### src/rtl/game_over_pkg.sv
// -----------------------------------------------------------------------------
// game_over_pkg
// Shared types and constants for the "GAME OVER" overlay renderer:
//   - state_t     : overlay control FSM states
//   - glyph_id_t  : identifiers of the glyphs used by the two text rows
//   - rgb12_t     : packed {r,g,b} colour, 4 bits per channel
//   - FONT_*      : 5x5 font bitmaps, row 0 in bits [24:20], bit 4 of a row
//                   is the leftmost cell
//   - ROW0_STR / ROW1_STR : glyph strings for the "GAME" and "OVER" rows
// -----------------------------------------------------------------------------
package game_over_pkg;

  typedef enum logic [2:0] {
    ST_IDLE,
    ST_ARMED,
    ST_SHOW,
    ST_WAIT_RST,
    ST_LEAVING
  } state_t;

  typedef enum logic [2:0] {
    GLYPH_G,
    GLYPH_A,
    GLYPH_M,
    GLYPH_E,
    GLYPH_O,
    GLYPH_V,
    GLYPH_R
  } glyph_id_t;

  typedef logic [11:0] rgb12_t;

  // Glyphs are GLYPH_SIZE cells square and placed on a GLYPH_PITCH-cell pitch,
  // so the last cell column of every pitch slot is an inter-glyph gap.
  localparam int GLYPH_SIZE  = 5;
  localparam int GLYPH_PITCH = 6;
  localparam int GLYPHS_ROW  = 4;
  localparam int TEXT_COLS   = GLYPH_PITCH * GLYPHS_ROW;

  localparam logic [24:0] FONT_G = {5'b11111, 5'b10000, 5'b10111, 5'b10001, 5'b11111};
  localparam logic [24:0] FONT_A = {5'b01110, 5'b10001, 5'b11111, 5'b10001, 5'b10001};
  localparam logic [24:0] FONT_M = {5'b10001, 5'b11011, 5'b10101, 5'b10001, 5'b10001};
  localparam logic [24:0] FONT_E = {5'b11111, 5'b10000, 5'b11110, 5'b10000, 5'b11111};
  localparam logic [24:0] FONT_O = {5'b01110, 5'b10001, 5'b10001, 5'b10001, 5'b01110};
  localparam logic [24:0] FONT_V = {5'b10001, 5'b10001, 5'b10001, 5'b01010, 5'b00100};
  localparam logic [24:0] FONT_R = {5'b11110, 5'b10001, 5'b11110, 5'b10100, 5'b10010};

  localparam glyph_id_t ROW0_STR [GLYPHS_ROW] = '{GLYPH_G, GLYPH_A, GLYPH_M, GLYPH_E};
  localparam glyph_id_t ROW1_STR [GLYPHS_ROW] = '{GLYPH_O, GLYPH_V, GLYPH_E, GLYPH_R};

  // Picks the glyph at position idx of the selected text row (0 = GAME, 1 = OVER).
  function automatic glyph_id_t rowGlyph(input logic rowSel, input logic [1:0] idx);
    return rowSel ? ROW1_STR[idx] : ROW0_STR[idx];
  endfunction

endpackage

### src/rtl/game_over_screen_glyph_rom.sv
// -----------------------------------------------------------------------------
// glyph_rom
// Combinational 5x5 font lookup.
//   i_glyph : glyph identifier
//   i_row   : cell row inside the glyph (0 = top); rows >= 5 give 0
//   i_col   : cell column inside the glyph (0 = left); columns >= 5 give 0,
//             which covers the inter-glyph gap column
//   o_bit   : 1 when the addressed cell is lit
// -----------------------------------------------------------------------------
module glyph_rom
  import game_over_pkg::*;
(
  input  glyph_id_t  i_glyph,
  input  logic [2:0] i_row,
  input  logic [2:0] i_col,
  output logic       o_bit
);

  logic [24:0] w_font;
  logic [4:0]  w_bitIdx;
  logic        w_inCell;

  // Select the bitmap, then address it MSB-first: row r, column c lives at
  // bit 24 - 5r - c. Out-of-glyph addresses are masked rather than indexed.
  always_comb begin
    w_font = '0;
    case (i_glyph)
      GLYPH_G: w_font = FONT_G;
      GLYPH_A: w_font = FONT_A;
      GLYPH_M: w_font = FONT_M;
      GLYPH_E: w_font = FONT_E;
      GLYPH_O: w_font = FONT_O;
      GLYPH_V: w_font = FONT_V;
      GLYPH_R: w_font = FONT_R;
      default: w_font = '0;
    endcase
    w_inCell = (i_row < 3'(GLYPH_SIZE)) && (i_col < 3'(GLYPH_SIZE));
    w_bitIdx = 5'(GLYPH_SIZE * GLYPH_SIZE - 1) - (5'(i_row) * 5'(GLYPH_SIZE)) - 5'(i_col);
    o_bit    = w_inCell ? w_font[w_bitIdx] : 1'b0;
  end

endmodule

### src/rtl/game_over_screen.sv
// -----------------------------------------------------------------------------
// game_over_screen
// Frame-synchronous "GAME OVER" overlay. A collision arms the overlay, which
// turns on at the next frame start, blinks the text, holds for HOLD_FRAMES
// frames and then waits for a restart, turning off again at a frame start.
// Ports:
//   clk_d     : pixel clock, one (x,y) per cycle
//   rst       : asynchronous active-high reset
//   x, y      : current pixel coordinates
//   video_on  : visible-area qualifier
//   collision : collision indication (level or pulse)
//   restart   : synchronised restart request (level)
//   red/green/blue : registered colour, 2 cycles after (x, y, video_on)
//   active    : overlay owns the screen
// -----------------------------------------------------------------------------
module game_over_screen
  import game_over_pkg::*;
#(
  parameter int     H_ACTIVE     = 640,
  parameter int     V_ACTIVE     = 480,
  parameter int     BORDER       = 40,
  parameter int     CELL_LOG2    = 4,
  parameter int     TEXT_X0      = 128,
  parameter int     ROW0_Y       = 120,
  parameter int     ROW1_Y       = 260,
  parameter int     BLINK_FRAMES = 30,
  parameter int     HOLD_FRAMES  = 120,
  parameter rgb12_t TEXT_RGB     = 12'hF0F,
  parameter rgb12_t BG_RGB       = 12'hFFF,
  parameter rgb12_t BORDER_RGB   = 12'h010
) (
  input  logic       clk_d,
  input  logic       rst,
  input  logic [9:0] x,
  input  logic [9:0] y,
  input  logic       video_on,
  input  logic       collision,
  input  logic       restart,
  output logic [3:0] red,
  output logic [3:0] green,
  output logic [3:0] blue,
  output logic       active
);

  localparam int CNT_SRC = (HOLD_FRAMES > BLINK_FRAMES) ? HOLD_FRAMES : BLINK_FRAMES;
  localparam int CNT_W   = (CNT_SRC < 1) ? 1 : $clog2(CNT_SRC + 1);
  localparam logic [CNT_W-1:0] CNT_SAT = '1;

  localparam logic [10:0] BORDER_L = 11'(BORDER);
  localparam logic [10:0] BORDER_R = 11'(H_ACTIVE - BORDER);
  localparam logic [10:0] BORDER_T = 11'(BORDER);
  localparam logic [10:0] BORDER_B = 11'(V_ACTIVE - BORDER);
  localparam logic [10:0] TEXT_XL  = 11'(TEXT_X0);
  localparam logic [10:0] TEXT_XR  = 11'(TEXT_X0 + (TEXT_COLS << CELL_LOG2));
  localparam logic [10:0] ROW0_YT  = 11'(ROW0_Y);
  localparam logic [10:0] ROW0_YB  = 11'(ROW0_Y + (GLYPH_SIZE << CELL_LOG2));
  localparam logic [10:0] ROW1_YT  = 11'(ROW1_Y);
  localparam logic [10:0] ROW1_YB  = 11'(ROW1_Y + (GLYPH_SIZE << CELL_LOG2));

  state_t           r_state;
  state_t           w_stateNext;
  logic             w_enterShow;
  logic             r_active;
  logic [9:0]       r_yQ;
  logic             w_fs;
  logic [CNT_W-1:0] r_frameCnt;
  logic [CNT_W-1:0] r_blinkCnt;
  logic             r_blinkPhase;
  logic             w_holdDone;
  logic             w_blinkWrap;
  logic             w_blinkRun;

  // Stage-1 combinational geometry
  logic [10:0] w_x11;
  logic [10:0] w_y11;
  logic        w_border;
  logic        w_inCols;
  logic        w_inRow0;
  logic        w_inRow1;
  logic [9:0]  w_dx;
  logic [9:0]  w_dy;
  logic [4:0]  w_col;
  logic [4:0]  w_colBase;
  logic [1:0]  w_glyphIdx;
  logic [2:0]  w_cellRow;
  logic [2:0]  w_cellCol;

  // Stage-1 registers
  logic       r_s1Video;
  logic       r_s1Border;
  logic       r_s1Text;
  logic       r_s1RowSel;
  logic [1:0] r_s1Glyph;
  logic [2:0] r_s1CellRow;
  logic [2:0] r_s1CellCol;

  // Stage-2
  glyph_id_t w_glyphId;
  logic      w_romBit;
  rgb12_t    w_rgbNext;
  rgb12_t    r_rgb;

  // A frame starts on the single cycle where y drops back to 0.
  assign w_fs = (r_yQ != 10'd0) && (y == 10'd0);

  assign w_holdDone  = (int'(r_frameCnt) + 1) >= HOLD_FRAMES;
  assign w_blinkWrap = (BLINK_FRAMES != 0) && (int'(r_blinkCnt) == BLINK_FRAMES - 1);
  assign w_blinkRun  = (r_state == ST_SHOW) || (r_state == ST_WAIT_RST);

  // Remember the previous row so the frame-start edge can be detected.
  always_ff @(posedge clk_d or posedge rst) begin
    if (rst) begin
      r_yQ <= '0;
    end else begin
      r_yQ <= y;
    end
  end

  // Overlay control state register; active follows the next state so it
  // changes in the same edge that the FSM leaves or enters the visible states.
  always_ff @(posedge clk_d or posedge rst) begin
    if (rst) begin
      r_state  <= ST_IDLE;
      r_active <= 1'b0;
    end else begin
      r_state  <= w_stateNext;
      r_active <= (w_stateNext == ST_SHOW) || (w_stateNext == ST_WAIT_RST) ||
                  (w_stateNext == ST_LEAVING);
    end
  end

  // Next-state logic. Every visibility change waits for a frame start so the
  // overlay never tears; restart is checked before anything else in WAIT_RST,
  // so a simultaneous collision is simply dropped.
  always_comb begin
    w_stateNext = r_state;
    w_enterShow = 1'b0;
    case (r_state)
      ST_IDLE:     if (collision) w_stateNext = ST_ARMED;
      ST_ARMED: begin
        if (w_fs) begin
          w_stateNext = ST_SHOW;
          w_enterShow = 1'b1;
        end
      end
      ST_SHOW:     if (w_fs && w_holdDone) w_stateNext = ST_WAIT_RST;
      ST_WAIT_RST: if (restart) w_stateNext = ST_LEAVING;
      ST_LEAVING:  if (w_fs) w_stateNext = ST_IDLE;
      default:     w_stateNext = ST_IDLE;
    endcase
  end

  // Frame and blink counters. Both saturate instead of wrapping; the blink
  // phase only toggles when a non-zero blink period elapses.
  always_ff @(posedge clk_d or posedge rst) begin
    if (rst) begin
      r_frameCnt   <= '0;
      r_blinkCnt   <= '0;
      r_blinkPhase <= 1'b0;
    end else if (w_enterShow) begin
      r_frameCnt   <= '0;
      r_blinkCnt   <= '0;
      r_blinkPhase <= 1'b0;
    end else begin
      if ((r_state == ST_SHOW) && w_fs && (r_frameCnt != CNT_SAT)) begin
        r_frameCnt <= r_frameCnt + 1'b1;
      end
      if (w_blinkRun && w_fs) begin
        if (w_blinkWrap) begin
          r_blinkPhase <= ~r_blinkPhase;
          r_blinkCnt   <= '0;
        end else if (r_blinkCnt != CNT_SAT) begin
          r_blinkCnt <= r_blinkCnt + 1'b1;
        end
      end
    end
  end

  // Stage-1 geometry: border test, text-window range checks and the mapping
  // of (x, y) to glyph index and cell position. The range checks come first
  // so the 10-bit subtractions are only trusted where they cannot underflow.
  always_comb begin
    w_x11    = {1'b0, x};
    w_y11    = {1'b0, y};
    w_border = (w_x11 < BORDER_L) || (w_x11 >= BORDER_R) ||
               (w_y11 < BORDER_T) || (w_y11 >= BORDER_B);
    w_inCols = (w_x11 >= TEXT_XL) && (w_x11 < TEXT_XR);
    w_inRow0 = w_inCols && (w_y11 >= ROW0_YT) && (w_y11 < ROW0_YB);
    w_inRow1 = w_inCols && !w_inRow0 && (w_y11 >= ROW1_YT) && (w_y11 < ROW1_YB);
    w_dx     = x - 10'(TEXT_X0);
    w_dy     = y - (w_inRow0 ? 10'(ROW0_Y) : 10'(ROW1_Y));
    w_col    = 5'(w_dx >> CELL_LOG2);
    w_cellRow = 3'(w_dy >> CELL_LOG2);
    if (w_col < 5'(GLYPH_PITCH)) begin
      w_glyphIdx = 2'd0;
      w_colBase  = 5'd0;
    end else if (w_col < 5'(2 * GLYPH_PITCH)) begin
      w_glyphIdx = 2'd1;
      w_colBase  = 5'(GLYPH_PITCH);
    end else if (w_col < 5'(3 * GLYPH_PITCH)) begin
      w_glyphIdx = 2'd2;
      w_colBase  = 5'(2 * GLYPH_PITCH);
    end else begin
      w_glyphIdx = 2'd3;
      w_colBase  = 5'(3 * GLYPH_PITCH);
    end
    w_cellCol = 3'(w_col - w_colBase);
  end

  // Stage-1 pipeline registers.
  always_ff @(posedge clk_d or posedge rst) begin
    if (rst) begin
      r_s1Video   <= 1'b0;
      r_s1Border  <= 1'b0;
      r_s1Text    <= 1'b0;
      r_s1RowSel  <= 1'b0;
      r_s1Glyph   <= '0;
      r_s1CellRow <= '0;
      r_s1CellCol <= '0;
    end else begin
      r_s1Video   <= video_on;
      r_s1Border  <= w_border;
      r_s1Text    <= w_inRow0 || w_inRow1;
      r_s1RowSel  <= w_inRow1;
      r_s1Glyph   <= w_glyphIdx;
      r_s1CellRow <= w_cellRow;
      r_s1CellCol <= w_cellCol;
    end
  end

  assign w_glyphId = rowGlyph(r_s1RowSel, r_s1Glyph);

  glyph_rom u_glyphRom (
    .i_glyph (w_glyphId),
    .i_row   (r_s1CellRow),
    .i_col   (r_s1CellCol),
    .o_bit   (w_romBit)
  );

  // Stage-2 colour priority. The live active flag is used here so the first
  // pixel after a frame start already reflects the new overlay state.
  always_comb begin
    w_rgbNext = '0;
    if (!r_s1Video || !r_active) begin
      w_rgbNext = '0;
    end else if (r_s1Border) begin
      w_rgbNext = BORDER_RGB;
    end else if (r_s1Text && w_romBit && !r_blinkPhase) begin
      w_rgbNext = TEXT_RGB;
    end else begin
      w_rgbNext = BG_RGB;
    end
  end

  // Stage-2 colour register.
  always_ff @(posedge clk_d or posedge rst) begin
    if (rst) begin
      r_rgb <= '0;
    end else begin
      r_rgb <= w_rgbNext;
    end
  end

  assign red    = r_rgb[11:8];
  assign green  = r_rgb[7:4];
  assign blue   = r_rgb[3:0];
  assign active = r_active;

endmodule
### config.mk
export PLATFORM = sky130hd
export DESIGN_NAME = game_over_screen
export DESIGN_NICKNAME = d
export VERILOG_FILES = /design/src/rtl/game_over_pkg.sv /design/src/rtl/game_over_screen_glyph_rom.sv /design/src/rtl/game_over_screen.sv
export SDC_FILE = /design/constraint.sdc
export NUM_CORES = 1
export LEC_CHECK = 0
export BUFFER_PORTS_ARGS = -buffer_cell sky130_fd_sc_hd__buf_2
export CORE_UTILIZATION = 50
export CTS_CLUSTER_DIAMETER = 30
export CTS_CLUSTER_SIZE = 16
export DETAILED_ROUTE_END_ITERATION = 10
export HOLD_SLACK_MARGIN = 0.15
export PLACE_DENSITY = 0.73
export SLEW_MARGIN = 20
export SYNTH_ARGS = -nofsm -noshare
export SYNTH_HDL_FRONTEND = slang
export SYNTH_SLANG_ARGS = --single-unit
### constraint.sdc
create_clock -name clk_d -period 3 [get_ports clk_d]
set_clock_uncertainty 0.1 [all_clocks]
set_input_delay 0.6 -clock clk_d [delete_from_list [all_inputs] [get_ports clk_d]]
set_output_delay 0.6 -clock clk_d [all_outputs]
set_load 0.05 [all_outputs]
# Word-level counts from Yosys, hierarchy flattened
# Index checks and enable logic that the tools add are counted.
[totals]
ff_bits = 53
latch_bits = 0
ramBits = 0
rom_bits = 0
inputBits = 25
out_inout_bits = 13
word_cells = 133
memories = 0
[op_classes]
add_sub_neg = 8
multipliers = 1
div = 0
n_lt_le_gt_ge = 18
eq_ne = 16
shift = 0
mux = 38
bitwise_logic = 2
n_reduce_logical = 36
[ops]
columns = ["op", "count"]
rows = [
  ["case mux 25 bit (7 select lines)", 1],
  ["two-way mux 7 bit", 7],
  ["two-way mux 3 bit", 13],
  ["two-way mux 12 bit", 2],
  [">= comparator 10 x 9 -> 1 bit, second input constant", 2],
  ["< comparator 10 x 6 -> 1 bit, second input constant", 2],
  ["equality test 3 x 2 -> 1 bit, second input constant", 6],
  ["equality test 3 bit, second input constant", 5],
  ["case mux 3 bit (5 select lines)", 1],
  ["adder 7 x 1 -> 7 bit, second input constant", 2],
  ["logical AND 1 bit", 14],
  ["inequality test 7 bit, second input constant", 2],
  ["binary-select mux 3 bit (select 2 bit)", 2],
  [">= comparator 10 bit, second input constant", 1],
  [">= comparator 10 x 7 -> 1 bit, second input constant", 1],
  [">= comparator 10 x 8 -> 1 bit, second input constant", 1],
  ["logical NOT 10 bit", 1],
  ["< comparator 10 bit, second input constant", 1],
  ["< comparator 10 x 8 -> 1 bit, second input constant", 1],
  ["< comparator 10 x 9 -> 1 bit, second input constant", 1],
  ["nonzero test 10 bit", 1],
  ["subtractor 9 x 8 -> 9 bit, second input constant", 1],
  ["adder 7 x 1 -> 8 bit, second input constant", 1],
  [">= comparator 8 x 7 -> 1 bit, second input constant", 1],
  ["other kinds (25)", 49],
]

# Depth between registers and ports, before layout
# Gate-level depths: netlist of run 1.
[logic_depth]
word_depth = 15
mapped_depth = 13
ltp_nobuf = 13

# Hierarchy
# A second synthesis of run 1 with hierarchy kept.
[unflattened]
cells_unflattened = 338
area_unflattened_um2 = 3024.2
[modules_own_cells]
columns = ["module", "instances", "cells_each", "area_each_um2", "seq_area_each_um2"]
rows = [
  ["game_over_screen", 1, 246, 2441.1, 1101.1],
  ["glyph_rom", 1, 92, 583.1, 0.0],
]

# Worst setup path after synthesis of run 1
# No wires, ideal clock.
[synth_timing]
path_kind = "input-to-reg"
start = "input port x[8]"
end = "register r_s1CellRow[2]"
setup_ns = 0.123
arrival_time_ns = 2.981
required_time_ns = 2.777
slack_ns = -0.204
stages = 13
path_buffers = 0
path_cell_list = "inv_1 -> ha_1 -> nor4b_1 -> a211oi_1 -> or2_2 -> or3_1 -> ha_1 -> nand2b_1 -> o41ai_1 -> and2_1 -> o21a_1 -> nor2_1 -> xnor2_1"
[synth_between]
elab_chain_len = 6
word_cells_on_any_way = 7
classes_between = "add/sub (1); order compare (2); mux (1); reduce/logical (3)"
[synth_lines]
columns = ["element", "line_no", "source"]
rows = [
  ["start, declared", "game_over_screen.sv:34", "input logic [9:0] x,"],
  [">= comparator 10 x 8 -> 1 bit or < comparator 10 bit (tied branches)", "game_over_screen.sv:187", "w_inCols = (w_x11 >= TEXT_XL) && (w_x11 < TEXT_XR);"],
  ["logical AND 1 bit (*)", "game_over_screen.sv:187", ""],
  ["logical AND 1 bit (*) (2 in a row)", "game_over_screen.sv:188", "w_inRow0 = w_inCols && (w_y11 >= ROW0_YT) && (w_y11 < ROW0_YB);"],
  ["two-way mux 7 bit (*)", "game_over_screen.sv:191", "w_dy = y - (w_inRow0 ? 10'(ROW0_Y) : 10'(ROW1_Y));"],
  ["subtractor 7 bit (*)", "game_over_screen.sv:191", ""],
  ["named net w_dy[6]", "game_over_screen.sv:81", "logic [9:0] w_dy;"],
  ["end signal, assigned", "game_over_screen.sv:226", "r_s1CellRow <= w_cellRow;"],
  ["end, declared", "game_over_screen.sv:94", "logic [2:0] r_s1CellRow;"],
]
# Mark *: on every way through the listed nets, which the timed path passes. The rest lies on a longest branch.
# A chain may end at the register's enable or synchronous reset.

# Worst setup path after layout of run 1
[layout_timing]
start = "register r_s1CellCol[2]"
end = "register r_rgb[4]"
[layout_between]
elab_chain_len = 9
word_cells_on_any_way = 11
classes_between = "add/sub (1); order compare (1); mux (6); reduce/logical (3)"
[layout_lines]
columns = ["element", "line_no", "source"]
rows = [
  ["start, declared", "game_over_screen.sv:95", "logic [2:0] r_s1CellCol;"],
  ["start signal, assigned", "game_over_screen.sv:227", "r_s1CellCol <= w_cellCol;"],
  ["subtractor 5 x 3 -> 5 bit", "game_over_screen_glyph_rom.sv:38", "w_bitIdx = 5'(GLYPH_SIZE * GLYPH_SIZE - 1) - (5'(i_row) * 5'(GLYPH_SIZE)) - 5'(i_col);"],
  ["binary-select mux 1 bit (select 5 bit)", "game_over_screen_glyph_rom.sv:39", "o_bit = w_inCell ? w_font[w_bitIdx] : 1'b0;"],
  ["two-way mux 1 bit (implied by the code)", "game_over_screen_glyph_rom.sv:39", ""],
  ["two-way mux 1 bit (*)", "game_over_screen_glyph_rom.sv:39", ""],
  ["logical AND 1 bit (*) (2 in a row)", "game_over_screen.sv:248", "end else if (r_s1Text && w_romBit && !r_blinkPhase) begin"],
  ["two-way mux 8 bit (*)", "game_over_screen.sv:248", ""],
  ["two-way mux 12 bit (*)", "game_over_screen.sv:246", "end else if (r_s1Border) begin"],
  ["two-way mux 12 bit (*)", "game_over_screen.sv:244", "if (!r_s1Video || !r_active) begin"],
  ["named net w_rgbNext[4]", "game_over_screen.sv:100", "rgb12_t w_rgbNext;"],
  ["end signal, assigned", "game_over_screen.sv:260", "r_rgb <= w_rgbNext;"],
  ["end, declared", "game_over_screen.sv:101", "rgb12_t r_rgb;"],
]
# Mark *: on every way through the listed nets, which the timed path passes. The rest lies on a longest branch. The select of a mux whose other input is x is not followed.

==> results of run 1 <==
through the flow:
| stage | worst slack (ns) | TNS [ns] | area, sq um |
|---|---|---|---|
| after global placement | -0.137 | -0.364 | 3400 |
| final | -0.152 | -0.245 | 3660 |
| after global routing | -0.323 | -0.650 | 3660 |
| after detailed placement | -0.229 | -0.652 | 3400 |
| after floorplan | -0.0549 | -0.0549 | 3080 |
| after CTS | -0.148 | -0.240 | 3530 |
cell families after synthesis:
logic type,count (synthesis),share of synthesized area
xor+xnor,11,0.0317
buf+inv,47,0.0736
mux,1,0.00329
flops,44,0.362
simple gates,122,0.213
fa+ha+maj,24,0.104
compound gates,95,0.213
final timing paths:
| kind | slack (ns) | to | cells past startpoint | startpoint |
|---|---|---|---|---|
| hold / removal | 0.31 | r_s1Video | 1 | video_on |
| hold reg to reg | 0.36 | r_rgb[10] | 1 | r_s1Border |
| setup / recovery | -0.15 | r_rgb[4] | 13 | r_s1CellCol[2] |
| min in group asynchronous | 0.32 | r_frameCnt[4] | 3 | rst |
| max in group asynchronous | 2.11 | r_s1Glyph[0] | 3 | rst |
| setup reg to reg | -0.15 | r_rgb[4] | 13 | r_s1CellCol[2] |
flip-flops by register name, indices dropped and copies added, names as in the netlist:
signal	count
r_s1RowSel	1
r_yQ	10
r_rgb	3
r_blinkCnt	7
r_s1Video	1
r_frameCnt	7
r_state	3
r_s1Border	1
r_s1Glyph	2
active	1
r_blinkPhase	1
r_s1Text	1
r_s1CellRow	3
r_s1CellCol	3
cells in the final DEF (no fill, tap or decap), types with 3 or more instances in the layout:
master | Yosys | layout
sky130_fd_sc_hd__dfrtp_1 | 44 | 44
sky130_fd_sc_hd__buf_2 | 5 | 36
sky130_fd_sc_hd__buf_4 | 11 | 29
sky130_fd_sc_hd__nand2_1 | 27 | 27
sky130_fd_sc_hd__nor2_1 | 27 | 25
sky130_fd_sc_hd__o21ai_0 | 24 | 23
sky130_fd_sc_hd__inv_1 | 24 | 21
sky130_fd_sc_hd__a21oi_1 | 21 | 20
sky130_fd_sc_hd__ha_1 | 22 | 19
sky130_fd_sc_hd__nand3_1 | 10 | 10
sky130_fd_sc_hd__nor3_1 | 10 | 9
sky130_fd_sc_hd__and3_1 | 7 | 7
sky130_fd_sc_hd__nor2b_1 | 6 | 6
sky130_fd_sc_hd__xor2_1 | 6 | 6
sky130_fd_sc_hd__o31ai_1 | 6 | 6
sky130_fd_sc_hd__nor4_1 | 6 | 5
sky130_fd_sc_hd__xnor2_1 | 5 | 5
sky130_fd_sc_hd__clkbuf_8 | 0 | 5
sky130_fd_sc_hd__o21a_1 | 4 | 4
sky130_fd_sc_hd__a31oi_1 | 4 | 4
sky130_fd_sc_hd__or2_1 | 3 | 3
sky130_fd_sc_hd__nand2b_1 | 4 | 3
sky130_fd_sc_hd__o211ai_1 | 3 | 3
sky130_fd_sc_hd__or3_1 | 4 | 3
sky130_fd_sc_hd__a221oi_1 | 3 | 3
sky130_fd_sc_hd__o41ai_1 | 4 | 3
per-layer routing:
layer | wire (um) | vias up | global-route usage
met4 | 68 | 0 | 0.0536
li1 | - | 1331 | -
met1 | 2890 | 1229 | 0.269
met2 | 3070 | 48 | 0.357
met3 | 169 | 7 | 0.0309
met5 | 0 | - | 0
report_power, final:
part           internal (mW)  switching [mW]
Combinational          0.313           0.353
Sequential             0.617          0.0148
Clock                  0.251           0.202
Total                   1.18           0.570
layout make-up:
type / instances / area share
sequential: 44 / 0.300
tap: 75 / 0.0256
clock buffer: 5 / 0.0188
timing repair buffer: 66 / 0.113
clock inverter: 3 / 0.0126
inverter: 24 / 0.0253
multi-input combinational: 253 / 0.505
worst max-delay path, stage by stage (launching register included):
cell and delay (ns):
sky130_fd_sc_hd__dfrtp_1 0.39, sky130_fd_sc_hd__ha_1 0.30, sky130_fd_sc_hd__inv_2 0.04, sky130_fd_sc_hd__fa_1 0.48
sky130_fd_sc_hd__ha_2 0.17, sky130_fd_sc_hd__inv_2 0.04, sky130_fd_sc_hd__fa_1 0.48, sky130_fd_sc_hd__buf_4 0.16
sky130_fd_sc_hd__nor2_1 0.08, sky130_fd_sc_hd__nand3_1 0.09, sky130_fd_sc_hd__o21ai_2 0.16, sky130_fd_sc_hd__o2111ai_2 0.14
sky130_fd_sc_hd__o21ba_2 0.24, sky130_fd_sc_hd__a41o_1 0.20
what timing repair did:
action,in CTS,in global routing
pin swaps,2,19
resized for setup,4,21
endpoints found under the setup margin,2,4
buffers inserted,1,4
==> impl_summary.md, run 1 <==
Clocking
The clock tree from TritonCTS is built. For the worst-skew pair, the clock arrives at the later sink with an insertion delay of 0.30 ns. Clock-pin slew was measured on the worst setup and hold paths at 0.08 ns. The count of hold-fix buffers inserted at cts is 0. The tree built by TritonCTS fans out to 44 sinks. The number of H-tree levels is 2. In this run, CTS created clock tree buffers numbering 5. The cell sitting at the root of the clock tree is a sky130_fd_sc_hd__clkbuf_8. The maximum count of clock buffers along a single path is 2.

Synth
The synthesized design contains 44 register bits. Counting flops with a built-in enable in the synthesized netlist gives 0. The top flip-flop cell by instance count after synthesis is sky130_fd_sc_hd__dfrtp_1. Ranked by total cell area, the synthesized netlist is headed by sky130_fd_sc_hd__dfrtp_1 36%, sky130_fd_sc_hd__ha_1 9.0%, sky130_fd_sc_hd__o21ai_0 3.9%. The number of instances in the synthesized netlist is 344. Yosys printed 0 warnings. The number of distinct library cell variants in the gate-level netlist after synthesis is 61. Synthesis produced a netlist with a net count of 393. For this run, the register share of the synthesized area comes to 0.362. The fraction of registers with async set/reset is 1.00. sky130_fd_sc_hd__dfrtp_1 takes more of the synthesized area than any other cell. Ranked by instance count, the synthesized netlist is headed by 44 x sky130_fd_sc_hd__dfrtp_1, 27 x sky130_fd_sc_hd__nand2_1, 27 x sky130_fd_sc_hd__nor2_1. sky130_fd_sc_hd__dfrtp_1 is the most common cell in the netlist. The synthesized area is 3040 sq um. The mean instance size in the synthesized netlist is 8.84 sq um.

Of the post-synthesis cell area, the dominant cell type holds 0.362.

Die
For this configuration, the core starts out at a cell density of 0.517. The I/O pin count is 38. The total core area is 5890 sq um.

The die is 80.0 um tall. The area enclosed by the die boundary is 6400 sq um. The number of rows created at floorplan is 28. The die is 80.0 um wide.

Layout
Measured on the finished design, the core utilization comes to 0.623. The area overhead of the layout relative to synthesis is 20.5%. The multi-input gate area in the final layout is 1850 sq um. The number of nets in the final layout is 443. Excluding fillers, the count of instances in the completed layout stands at 470. The number of diodes is 0. The count of fill cells added during filler insertion is 524. The sequential cell area in the final layout is 1100 sq um. The proportion of layout cells with a drive suffix above 1 is 0.268.

GRT
The total overflow left after global routing is 0. The number of global-route vias before repair came to 2376. Entering global routing, the biggest net connects 45 pins.

The global-route total usage across every layer is 0.207. The first global-routing pass estimated 10400 um of wire. The number of antenna violations at the first check in global routing is 0.

Critical path
STA classifies the critical path endpoint as a register. The start-to-end type of the worst setup path is register to register. The worst path required time is 3.09 ns.

STA classifies the critical path startpoint as a register. At the worst endpoint, the arrival time is 3.24 ns. In this run the worst path has a maximum fanout of 2.

Power
The power after layout is 1.75 mW. The power per standard cell area is 478 nW/um^2. The leakage power of the design is 1.68 nW. VDD sags by at most 0.000323 V.

Timing
For the pin with the worst max-slew slack, the measured transition is 0.561 ns. Setup repair after global routing could not meet its margin everywhere. Of the available clock period, the critical path in the final layout requires 1.05. The max-slew violation total from the final report was 0. After layout, the worst setup slack is -0.152 ns. The count of endpoints failing hold in the final timing report was 0.

The worst hold-check slack is 0.310 ns. The final count of negative-setup-slack endpoints is 3. In this run the tightest slew margin relative to its limit is 0.625. Based on the critical path, the design can be clocked at up to 317 MHz. The smallest clock period supported by the final layout is computed as 3.15 ns.

Outcome
The checks that failed: negative setup slack. The flow ran to the end, but the final reports show violations.

Routing
For this run, the detailed router's first-pass iteration total came to 5. The post-detailed-route count of antenna-violating nets is 0. After detailed routing, the number of vias per cell comes to 5.56. In this run, the number of DRC markers left after iteration 0 of detailed routing was 126. The detailed-route wire length is 6190 um. The average routed wire per standard cell is 13.2 um.

The post-detailed-route DRC marker count is 0. The total number of vias is 2615.

Flow run
The number of max-cap violations is 0.

Hold path
The min-delay analysis places its worst path in the category input pin to register.

Place
At the end of routability-driven placement, the weighted congestion stood at 0.904. After detailed placement, the design holds a cell count of 457. The number of I/O port buffers is 37. The placed wire-length estimate is 4680 um.
No activity file was read; power rests on OpenSTA's default activity.
==> run 2: changes to the inputs <==
Settings changed: BUFFER_PORTS_ARGS -buffer_cell sky130_fd_sc_hd__buf_2 to unset, DONT_BUFFER_PORTS set to 1, PLACE_DENSITY 0.73 to 0.68.
==> run 2 against run 1 <==
Compared with the run above: the flow still finishes with violations (negative setup slack); register-to-register slack better by 0.08 ns; flip-flop and latch count stayed put; critical path depth stayed put; worst setup slack better by 0.081 ns; maximum frequency is 2.6% higher; cell area is 9.5% lower; global-route usage is 0.28 points higher; first-iteration DRC count is 14% higher; final cell count is 10% lower.
==> impl_summary.md, run 2 (synthesized netlist as in run 1, its figures left out) <==
Timing
Of the available clock period, the critical path in the final layout requires 1.02. The max-slew violation total from the final report is 0. Across all hold checks on the routed design, the worst slack comes to 0.173 ns. Setup repair after global routing could not meet its margin everywhere. After layout, the minimum clock period comes to 3.07 ns. The final count of negative-setup-slack endpoints is 1.

The least setup slack across all paths after layout is -0.0712 ns. The highest achievable clock rate is 326 MHz. The worst pin sits at a relative slew slack of 0.386. The actual transition at the worst max-transition pin is 0.915 ns.

The count of endpoints failing hold in the final timing report came to 0.

Power
The power after layout is 1.58 mW. In this run the static leakage power is 1.43 nW. Across the VDD grid, the largest voltage drop is 0.000312 V. The power per standard cell area is 478 nW/um^2.

GRT
The number of global-route vias before repair came to 2452. The pin count of the biggest net entering global routing is 28. The first global-routing pass estimated 10600 um of wire. The number of antenna violations at the first check in global routing is 0. The global-route total usage across every layer is 0.209. The total overflow reported by the global router is 0.

Layout
The number of diodes is 0. Relative to the synthesized area, the layout overhead comes to 9.05%. The proportion of layout cells with a drive suffix above 1 is 0.149.

The final design utilization is 0.564. The count of fill cells added during filler insertion is 547. In the layout the commonest cells are 43 x sky130_fd_sc_hd__dfrtp_1, 27 x sky130_fd_sc_hd__nand2_1, 26 x sky130_fd_sc_hd__nor2_1. r_yQ holds more flip-flops than any other register. Leaving out fill and tap cells, the most frequent cell in the layout is sky130_fd_sc_hd__dfrtp_1. After the last flow step, the layout net total stands at 396.

The largest registers in the layout are r_yQ x10, r_blinkCnt x7, r_frameCnt x7. The flip-flop count of the largest register, all copies and words added is 10.

Clocking
The buffer cell driving the clock tree root is sky130_fd_sc_hd__clkbuf_8. No sink is reached through more buffers than the 2 on the longest clock path. The number of H-tree levels is 2. The clock transition at the registers of the reported paths is 0.09 ns. The clock reaches the later pin of the worst-skew pair after 0.29 ns. CTS saw 44 sinks. TritonCTS built the clock tree. The number of CTS-inserted buffers is 5.

In this run, post-CTS hold repair placed 0 buffers.

Critical path
The worst-case reg-to-reg path depth is 13. At the worst endpoint, the arrival time is 3.16 ns. The worst-path maximum fanout is 3. The worst path required time is 3.09 ns.

The critical path is of the register to register type. In this run the critical register-to-register path is captured at r_rgb[4]. The sort of element at the end of the critical path is a register.

Walking the worst path, the cells encountered are ha_1, inv_1, fa_1, ha_2, inv_2, fa_1, buf_4, nor2_2, nand3_1, o21ai_2, o2111ai_2, o21ba_2, a41o_1. The critical register-to-register path startpoint is r_s1CellRow[0]. STA classifies the critical path startpoint as a register. The reg-to-reg setup timing slack is -0.07 ns. The delay of the slowest cell on the worst path is 0.49 ns. The cell that appears most often on the critical path is sky130_fd_sc_hd__fa_1. On the critical path, the stage with the largest delay is an instance of sky130_fd_sc_hd__fa_1.

Routing
The post-detailed-route count of antenna-violating nets is 0. The detailed-router iteration count before antenna repair is 4. In the final routed layout, each cell accounts on average for 14.1 um. The detailed-route wire length is 5980 um. For this block, the via count after detailed routing is 2424.

In this run, the number of DRC markers left after iteration 0 of detailed routing was 144. Dividing the detail-routed via count by the number of cells gives 5.73. In the routed design, unresolved DRC markers number 0.

Place
The global placer's final weighted congestion is 0.917. The number of I/O port buffers is 0. The placed wire-length estimate is 4580 um.

Die
The core region is 5890 sq um. The initial utilization of the core area, before any placement, comes to 0.517. The area enclosed by the die boundary is 6400 sq um. The number of rows created at floorplan is 28. In this run the horizontal extent of the chip is 80.0 um. The height of the die is 80.0 um. The I/O pin count is 38.

Outcome
The flow ran to the end, but the final reports show violations. The checks that failed: negative setup slack.

Hold path
The min-delay analysis places its worst path in the category input pin to async pin.

Flow run
Max-cap violations in this run came to 0.
==> run 2: repair_timing <==
| item | 4_1_cts | 5_1_grt |
|---|---|---|
| pin swaps | 3 | 1 |
| gates resized for setup | 4 | 5 |
| buffers inserted | 1 | 0 |
| hold endpoints to repair | 0 | 0 |
| setup endpoints to repair | 2 | 2 |
| cloned | 0 | 0 |
==> run 2: worst max path at each step <==
stage,startpoint,to,slack [ns],depth (start not counted)
global placement,r_s1CellRow[0],r_rgb[4],-0.01,11
CTS,r_s1CellRow[0],r_rgb[4],-0.09,13
detailed placement,r_s1CellRow[0],r_rgb[4],-0.21,11
floorplan,x[8],r_s1CellRow[2],-0.05,13
finish,r_s1CellRow[0],r_rgb[4],-0.07,13
global route,r_s1CellRow[0],r_rgb[4],-0.24,13
==> run 2: stage by stage <==
stage | setup WS, ns | TNS, ns | cell area (sq um) | cells
final | -0.0712 | -0.0712 | 3320 | 423
after detailed placement | -0.206 | -0.483 | 3190 | 414
after CTS | -0.0899 | -0.126 | 3300 | 423
after global routing | -0.245 | -0.412 | 3320 | 423
after floorplan | -0.0549 | -0.0549 | 3080 | 344
after global placement | -0.0107 | -0.0107 | 3190 | 414
==> run 2: report_power, final <==
part           total, mW  internal [mW]  switching, mW
sequential         0.633          0.617         0.0164
combinational      0.569          0.262          0.307
clock              0.382          0.186          0.196
total               1.58           1.07          0.519
==> run 2: area by class of cell <==
type	count	area, sq um	share of cell area
multi-input combinational	253	1780	0.535
inverter	24	90.1	0.0272
sequential	44	1100	0.333
clock inverter	2	15.0	0.00453
tap	75	93.8	0.0283
clock buffer	6	82.6	0.0249
timing repair buffer	19	155	0.0468
==> run 2: per-layer routing <==
metal,part of all wire,global-route usage,wire (um)
met1,0.48,0.285,2890
met3,0.040,0.0343,237
met2,0.47,0.349,2790
met5,0,0,0
met4,0.0095,0.0464,57
==> run 2: worst max-delay path, delay by kind of cell (launching register included) <==
family,cells,cell delay (ns)
adder cells (fa/ha/maj),4,1.40
AO/OA/AOI/OAI,4,0.71
flip-flops,1,0.40
buffers and inverters,3,0.23
AND/OR/NAND/NOR,2,0.14
==> run 3: changes to the inputs <==
--- a/constraint.sdc
+++ b/constraint.sdc
@@ -3,3 +3,3 @@
 set_input_delay 0.6 -clock clk_d [delete_from_list [all_inputs] [get_ports clk_d]]
 set_output_delay 0.6 -clock clk_d [all_outputs]
-set_load 0.05 [all_outputs]
+set_load 0.01 [all_outputs]
==> run 3 against run 2 <==
Compared with the run above: worst setup slack worse by 0.038 ns; hold slack worse by 0.042 ns; register-to-register slack worse by 0.04 ns; highest routed layer unchanged; flip-flop and latch count stayed put; clock-buffer cell count is 1 lower; final cell count is 0.24% lower; the flow still finishes with violations (negative setup slack); total power is 11% higher; first-iteration DRC count is 9.0% lower; utilization is 1.5 points higher; clock power is 34% higher.
==> impl_summary.md, run 3 (synthesized netlist as in run 1, its figures left out) <==
Clocking
TritonCTS built the clock tree. The count of hold-fix buffers inserted at cts is 0. Clock-pin slew was measured on the worst setup and hold paths at 0.08 ns.

The clock latency on the worst-skew pair is 0.29 ns. The number of H-tree levels is 2. In this run the deepest clock path goes through 2 buffers. The number of CTS-inserted buffers is 5. The buffer cell driving the clock tree root is sky130_fd_sc_hd__clkbuf_8. The number of clock sinks is 44.

Critical path
For the worst setup path, the data arrival time is 3.19 ns. STA classifies the critical path endpoint as a register. Setup slack on the worst reg-to-reg path comes out at -0.11 ns. Counting cells, the worst reg-to-reg path comes to 13.

The startpoint type of the worst setup path is a register. The start-to-end type of the worst setup path is register to register. In this run the critical register-to-register path is launched from r_s1CellRow[0].

The critical path starts at r_s1CellRow[0]. For the worst setup path, the data required time is 3.08 ns. Along the worst path, the maximum fanout reaches 2.

GRT
After global routing the overflow that remains totals 0. The number of global-route vias before repair is 2435. The pin count of the biggest net entering global routing is 28. Across every metal layer, demand over resource in global routing totals 0.207. The number of antenna violations at the first check in global routing is 0.

The first global-routing pass estimated 10500 um of wire.

Power
Across the VDD grid, the largest voltage drop is 0.000392 V. The power after layout is 1.76 mW. For this design the static power due to leakage is 1.47 nW.

The power per standard cell area is 517 nW/um^2.

Timing
Timing would allow up to 322 MHz. The portion of the clock cycle consumed by the worst path in the final layout is 1.04. The final count of negative-setup-slack endpoints is 2. The count of endpoints failing hold in the final timing report is 0. Setup repair after global routing could not meet its margin everywhere. Adding up every negative setup slack in the final design gives -0.121 ns. The actual transition at the worst max-transition pin is 0.715 ns. After layout, the minimum clock period comes to 3.11 ns.

Headroom to the max-slew limit came out at 0.523. The least setup slack across all paths after layout is -0.109 ns. The max-slew violation total from the final report was 0.

Layout
The top cell types in the final layout, fill and taps aside, are 44 x sky130_fd_sc_hd__dfrtp_1, 27 x sky130_fd_sc_hd__nand2_1, 25 x sky130_fd_sc_hd__nor2_1. The sequential cells in the finished layout cover a total of 1100 sq um. In the final layout, the multi-input gates occupy 1840 sq um. The layout has 531 filler cells. The register containing the most flip-flops in the final layout is r_yQ. The largest registers in the layout are r_yQ x10, r_blinkCnt x7, r_frameCnt x7.

The number of diodes is 0. The area overhead of the layout relative to synthesis is 11.9%. The register with the most flip-flops in the layout has 10 of them.

The final design utilization is 0.578. The non-filler instance count after layout is 422. The proportion of layout cells with a drive suffix above 1 is 0.164. The library cell used most frequently in the layout, excluding fill and tap cells, is sky130_fd_sc_hd__dfrtp_1. After routing the design area is 3400 sq um.

The number of nets in the final layout is 396.

Hold path
The worst hold path belongs to the class input pin to async pin.

Place
The number of I/O port buffers is 0. The placed wire-length estimate is 4540 um. The placed cell area is 3150 sq um. The global placer's final weighted congestion is 0.900. After detailed placement, the design holds a cell count of 411.

Die
The total core area is 5890 sq um. For this configuration, the core starts out at a cell density of 0.517. The number of rows created at floorplan is 28. The die covers 6400 sq um. The die extent in x is 80.0 um.

From bottom edge to top edge, the die measures 80.0 um. The I/O pin count is 38.

Outcome
The checks that failed: negative setup slack. The flow ran to the end, but the final reports show violations.

Routing
The average routed wire per standard cell is 14.5 um. The post-detailed-route count of antenna-violating nets is 0. Summed over all layers, the routed wires come to 6100 um. The total number of vias is 2516. The detailed router finished its first iteration with 131 violations. The routed via count divided by cell count is 5.96. In the routed design, unresolved DRC markers number 0. Before antenna repair, the detailed router went through 4 iterations.

Flow run
Max-cap violations in this run came to 0.
## run 3: path summary, 6_finish.rpt
path,end
hold reg to reg,r_rgb[10]
hold / removal,r_frameCnt[0]
max in group asynchronous,r_s1CellRow[2]
setup / recovery,r_rgb[4]
min in group clk_d,r_yQ[1]
setup reg to reg,r_rgb[4]
## run 3: through the flow
step,hold slack [ns],worst slack [ns]
after floorplan,0.321,-0.0549
after global placement,0.353,-0.00913
after detailed placement,0.356,-0.237
after CTS,0.206,-0.0765
after global routing,0.179,-0.218
final,0.132,-0.109
## run 3: cell type report
cell class                      instances  area share
Clock inverter                          2      0.0176
Multi-Input combinational cell        253       0.542
Timing Repair Buffer                   19      0.0430
Clock buffer                            5      0.0202
Inverter                               24      0.0265
Sequential cell                        44       0.324
Tap cell                               75      0.0276
## run 3: timing repair
action / in CTS / in global routing
resized for setup: 3 / 19
endpoints found under the setup margin: 2 / 3
pin swaps: 2 / 13
buffers inserted: 1 / 3
## run 3: layer usage
layer,share of wire,GRT usage,wire [um]
met5,0,0,0
met4,0.017,0.0732,101
met3,0.048,0.0354,292
met2,0.48,0.342,2930
met1,0.45,0.272,2770
## run 3: power breakdown
part           internal [mW]  switching, mW  leakage, nW  total (mW)
clock                  0.328          0.184       0.0642       0.511
combinational          0.281          0.334        0.847       0.615
sequential             0.617         0.0159        0.556       0.633
## run 3: critical path: stages, from the launching register on
cell,delay (ns)
sky130_fd_sc_hd__dfrtp_1,0.39
sky130_fd_sc_hd__ha_1,0.29
sky130_fd_sc_hd__inv_2,0.04
sky130_fd_sc_hd__fa_1,0.51
sky130_fd_sc_hd__ha_2,0.17
sky130_fd_sc_hd__inv_2,0.04
sky130_fd_sc_hd__fa_1,0.49
sky130_fd_sc_hd__buf_6,0.15
sky130_fd_sc_hd__nor2_4,0.07
sky130_fd_sc_hd__nand3_2,0.07
sky130_fd_sc_hd__o21ai_2,0.15
sky130_fd_sc_hd__o2111ai_2,0.13
sky130_fd_sc_hd__o21ba_2,0.24
sky130_fd_sc_hd__a41o_1,0.20
